$ cat src/rtl/fifo_stream_reader.sv
// Registered-read FIFO to valid/ready stream bridge with a 2-entry buffer and read credits.
// Latency: first word valid one edge after its read returns; backpressure holds data, stops reads at 2 outstanding.
module fifo_stream_reader #(
  parameter int DATA_W = 8,
  parameter int CNT_W  = 16
) (
  input  logic              clk,
  input  logic              rst,
  input  logic              en,
  input  logic              flush,
  input  logic              fifo_empty,
  output logic              fifo_rd_en,
  input  logic [DATA_W-1:0] fifo_rd_data,
  output logic              m_valid,
  input  logic              m_ready,
  output logic [DATA_W-1:0] m_data,
  output logic [CNT_W-1:0]  rd_count,
  output logic              busy
);

  logic [1:0]        r_occ;
  logic              r_inflight;
  logic [DATA_W-1:0] r_buf0;
  logic [DATA_W-1:0] r_buf1;
  logic [CNT_W-1:0]  r_count;

  logic              w_pop;
  logic              w_cap;
  logic [2:0]        w_used;
  logic [2:0]        w_limit;
  logic              w_has_slot;
  logic [1:0]        w_occ_nxt;
  logic [DATA_W-1:0] w_buf0_nxt;
  logic [DATA_W-1:0] w_buf1_nxt;

  assign w_pop = (r_occ != 2'd0) & m_ready;
  assign w_cap = r_inflight & ~flush;

  // Words held or promised must stay at most 1 + this cycle's pop before issuing another read.
  assign w_used     = {1'b0, r_occ} + {2'b00, r_inflight};
  assign w_limit    = {2'b00, w_pop} + 3'd1;
  assign w_has_slot = (w_used <= w_limit);
  assign fifo_rd_en = ~rst & en & ~fifo_empty & ~flush & w_has_slot;

  always_comb begin
    w_occ_nxt  = r_occ;
    w_buf0_nxt = r_buf0;
    w_buf1_nxt = r_buf1;
    case (r_occ)
      2'd0: begin
        if (w_cap) begin
          w_buf0_nxt = fifo_rd_data;
          w_occ_nxt  = 2'd1;
        end
      end
      2'd1: begin
        if (w_pop && w_cap) begin
          w_buf0_nxt = fifo_rd_data;
        end else if (w_pop) begin
          w_occ_nxt = 2'd0;
        end else if (w_cap) begin
          w_buf1_nxt = fifo_rd_data;
          w_occ_nxt  = 2'd2;
        end
      end
      default: begin
        if (w_pop) begin
          w_buf0_nxt = r_buf1;
          if (w_cap) begin
            w_buf1_nxt = fifo_rd_data;
          end else begin
            w_occ_nxt = 2'd1;
          end
        end
      end
    endcase
    if (flush) begin
      w_occ_nxt = 2'd0;
    end
  end

  always_ff @(posedge clk or posedge rst) begin
    if (rst) begin
      r_occ      <= 2'd0;
      r_inflight <= 1'b0;
      r_buf0     <= '0;
      r_buf1     <= '0;
      r_count    <= '0;
    end else begin
      r_occ      <= w_occ_nxt;
      r_inflight <= fifo_rd_en;
      r_buf0     <= w_buf0_nxt;
      r_buf1     <= w_buf1_nxt;
      if (w_pop) begin
        r_count <= r_count + CNT_W'(1);
      end
    end
  end

  assign m_valid  = (r_occ != 2'd0);
  assign m_data   = r_buf0;
  assign rd_count = r_count;
  assign busy     = (r_occ != 2'd0) | r_inflight;

endmodule
$ cat config.mk
export PLATFORM = sky130hd
export DESIGN_NAME = fifo_stream_reader
export DESIGN_NICKNAME = d
export VERILOG_FILES = /design/src/rtl/fifo_stream_reader.sv
export SDC_FILE = /design/constraint.sdc
export NUM_CORES = 1
export LEC_CHECK = 0
export ABC_AREA = 1
export BUFFER_PORTS_ARGS = -buffer_cell sky130_fd_sc_hd__buf_2
export CORE_ASPECT_RATIO = 1.25
export CORE_MARGIN = 2
export CORE_UTILIZATION = 57
export CTS_CLUSTER_SIZE = 14
export DETAILED_ROUTE_END_ITERATION = 7
export PLACE_DENSITY = 0.84
export SYNTH_ARGS = -nofsm -noshare
export SYNTH_HDL_FRONTEND = slang
export SYNTH_SLANG_ARGS = --single-unit
$ cat constraint.sdc
create_clock -name clk -period 6.03 [get_ports clk]
set_clock_uncertainty 0.05 [all_clocks]
set_input_delay 1.206 -clock clk [delete_from_list [all_inputs] [get_ports clk]]
set_output_delay 1.206 -clock clk [all_outputs]
set_load 0.005 [all_outputs]
==> run_results.csv <==
group,metric,value,unit
die,die_h,66.8,µm
finish,final_nets,276,
finish,diodes,0,
critical_path,r2r_cells,5,
power_and_ir_drop,power.leakage,1.15,nW
power_and_ir_drop,peakVddDrop,270,µV
min_path,hold_path.class,"reg -> reg",
timing,drv_slew,0,
clocking,cts.sinks,35,
clocking,numCtsBuffers,5,
job,cap_violations,0,
place,port_buffers,40,
yosys,yosys_register_bits,35,
clocking,cts_hold_buf,0,
critical_path,crit_start,"m_ready",
critical_path,endpoint_kind,"output pin",
finish,final_layout_size_suffix_gt1_frac,0.230,
critical_path,worstPathArrival,2.62,ns
critical_path,reg2reg_slack,4.16,ns
finish,finalNonFillerCells,293,
die,start_util,0.604,
critical_path,start_kind,"primary input",
detailed_routing,vias_per_cell,5.10,
die,die-area,3620,µm²
timing,setup_viol,0,
critical_path,reg2reg_from,"r_occ[1]",
yosys,synthesis.nets,231,
finish,nFillCells,260,
detailed_routing,routedWlPerCell,11.1,µm
timing,finalHoldViolCount,0,
critical_path,slowest_delay,0.48,ns
clocking,clk_latency,0.34,ns
place,routabilityCongestion,0.822,
critical_path,r2r_end,"r_inflight",
grt,antenna_found_initial,0,
power_and_ir_drop,power,0.777,mW
min_path,worstHoldStart,"r_buf1[7]",
die,core_area,2970,µm²
clocking,cts_tree,"done",
detailed_routing,vias,1494,
yosys,syn-cell-area,1800,µm²
clocking,postCtsSetupRepairBufs,0,
grt,grt_use_total,0.221,
grt,grt_pass1_vias,1351,
grt,grt_max_degree,36,
clocking,cts_htree_levels,2,
detailed_routing,drt_iter0_markers,42,
power_and_ir_drop,power.density,371,nW/µm²
timing,fmax,258,MHz
yosys,yosysWarnings,0,
min_path,hold_depth,2,
clocking,clkTransAtPathRegs,0.10,ns
grt,grt-ovfl-total,0,
clocking,cts_resized,0,
die,die_width,54.2,µm
clocking,cts_root_buffer,"clkbuf_4",
detailed_routing,ant_nets,0,
run_status,status,"complete, no violations",
die,rows,22,
clocking,clk_path_buf_depth,2,
place,dpl.cell_count,285,
min_path,min_to,"r_buf1[7]",
yosys,synth.avg_cell_area,8.52,µm²
place,dp_hpwl,2.33,mm
timing,finalCriticalPeriod,3.88,ns
yosys,synthCells,211,
finish,syn2layout_area_growth,16.4,%
yosys,ys_seq_area_frac,0.487,
critical_path,path_cells,"buf_2, inv_1, nor2_4, fa_1, o31ai_1, a21oi_1, buf_2",
timing,fin_crit_sh,0.643,
critical_path,critPathKind,"in -> out",
critical_path,worstPathMaxFanout,6,
timing,tightest_slew,0.533,ns
grt,grt_pass1_wl,5.67,mm
timing,relSlewSlack,0.644,
timing,grt_setup_unrepaired,"no",
finish,multiInputGateArea,790,µm²
detailed_routing,drt-total-wl,3.24,mm
critical_path,critPathRequiredTime,4.77,ns
detailed_routing,drt-pass1-iter-count,4,
critical_path,crit_path_top_delay_cell,"fa_1",
detailed_routing,drc,0,
die,io_pins,41,
yosys,yosysUniqueCellTypes,28,
finish,regArea,876,µm²
critical_path,cpMostUsedCell,"buf_2",
timing,fin_setup_tns,0,ns
power by group:
part | total (mW) | internal [mW] | switching (mW)
registers | 0.357 | 0.304 | 0.0530
clock network | 0.146 | 0.0686 | 0.0771
logic | 0.274 | 0.120 | 0.155
worst max path at each step:
stage	endpoint	slack, ns	depth (start not counted)
floorplan	fifo_rd_en	2.53	5
global placement	fifo_rd_en	2.22	7
detailed placement	fifo_rd_en	2.16	7
CTS	fifo_rd_en	2.14	7
global route	fifo_rd_en	2.07	7
finish	fifo_rd_en	2.15	7
critical path, delay by kind of cell:
kind / cells / cell delay (ns)
fa+ha+maj: 1 / 0.48
compound gates: 2 / 0.38
buf+inv: 3 / 0.34
simple gates: 1 / 0.21
area by class of cell:
type,instances,area share
well taps,36,0.0215
inverters,28,0.0502
repair buffers,41,0.0993
clock buffers,8,0.0329
flip-flops and latches,35,0.419
multi-input cells,145,0.377
metrics by stage:
stage	hold WS, ns	util	instance area (µm²)	setup slack (ns)
4_1_cts	0.447	0.704	2090	2.14
3_3_place_gp	0.413	0.681	2020	2.22
5_1_grt	0.481	0.704	2090	2.07
6_report	0.443	0.704	2090	2.15
2_1_floorplan	0.398	-	1800	2.53
3_5_place_dp	0.422	0.681	2020	2.16
cell usage after synthesis:
| cell type | instances | area share |
|---|---|---|
| nand2_1 | 53 | 0.11 |
| dfrtp_1 | 35 | 0.49 |
| inv_1 | 26 | 0.054 |
| nor2_1 | 22 | 0.046 |
| o21ai_0 | 17 | 0.047 |
| a21oi_1 | 9 | 0.025 |
| nand3_1 | 9 | 0.025 |
| xor2_1 | 6 | 0.029 |
| ha_1 | 5 | 0.035 |
| xnor2_1 | 5 | 0.024 |
| nor2_4 | 3 | 0.019 |
| buf_6 | 2 | 0.013 |
| inv_2 | 2 | 0.0042 |
| nand4_1 | 2 | 0.0070 |
| o21ai_1 | 2 | 0.0056 |
| a21boi_0 | 1 | 0.0042 |
| a22oi_4 | 1 | 0.012 |
| clkbuf_1 | 1 | 0.0021 |
| fa_1 | 1 | 0.011 |
| nand2_2 | 1 | 0.0035 |
| nand3_2 | 1 | 0.0056 |
| nand3b_1 | 1 | 0.0042 |
| nor2_2 | 1 | 0.0035 |
| nor3_1 | 1 | 0.0028 |
| nor3_2 | 1 | 0.0056 |
| o21ai_2 | 1 | 0.0049 |
| o21bai_1 | 1 | 0.0042 |
| o31ai_1 | 1 | 0.0042 |
routing by layer:
metal  global-route usage  share of wire  vias up
met2                0.349           0.50       39
li1                     -              -      759
met4                0.103          0.021        0
met5                    0              0        -
met3               0.0605          0.049        7
met1                0.274           0.43      689
logic make-up (layout without fill, tap and decap cells):
family | after synthesis | count (layout) | share of synthesized area
XOR/XNOR | 11 | 11 | 0.0536
buffers and inverters | 31 | 77 | 0.0731
AND/OR/NAND/NOR | 95 | 95 | 0.233
AO/OA/AOI/OAI | 33 | 33 | 0.107
flip-flops | 35 | 35 | 0.487
adder cells (fa/ha/maj) | 6 | 6 | 0.0460
state kept, by name (all words and copies together), names as in the netlist:
name and flops:
m_data 8, r_inflight 1, r_occ 2, rd_count 16
r_buf1 8
cells in the final DEF (no fill, tap or decap):
cell type,synthesis,routed
nand2_1,53,53
buf_2,0,40
dfrtp_1,35,35
inv_1,26,26
nor2_1,22,22
o21ai_0,17,17
nand3_1,9,9
a21oi_1,9,9
xor2_1,6,6
xnor2_1,5,5
ha_1,5,5
clkbuf_4,0,5
nor2_4,3,3
inv_2,2,2
o21ai_1,2,2
nand4_1,2,2
clkbuf_8,0,2
nor3_2,1,1
o21ai_2,1,1
a22oi_4,1,1
nand2_2,1,1
nor3_1,1,1
nand3_2,1,1
o21bai_1,1,1
o31ai_1,1,1
nor2_2,1,1
nand3b_1,1,1
a21boi_0,1,1
fa_1,1,1
clkbuf_1,1,1
buf_4,0,1
Power figures use the tool's default switching activity.
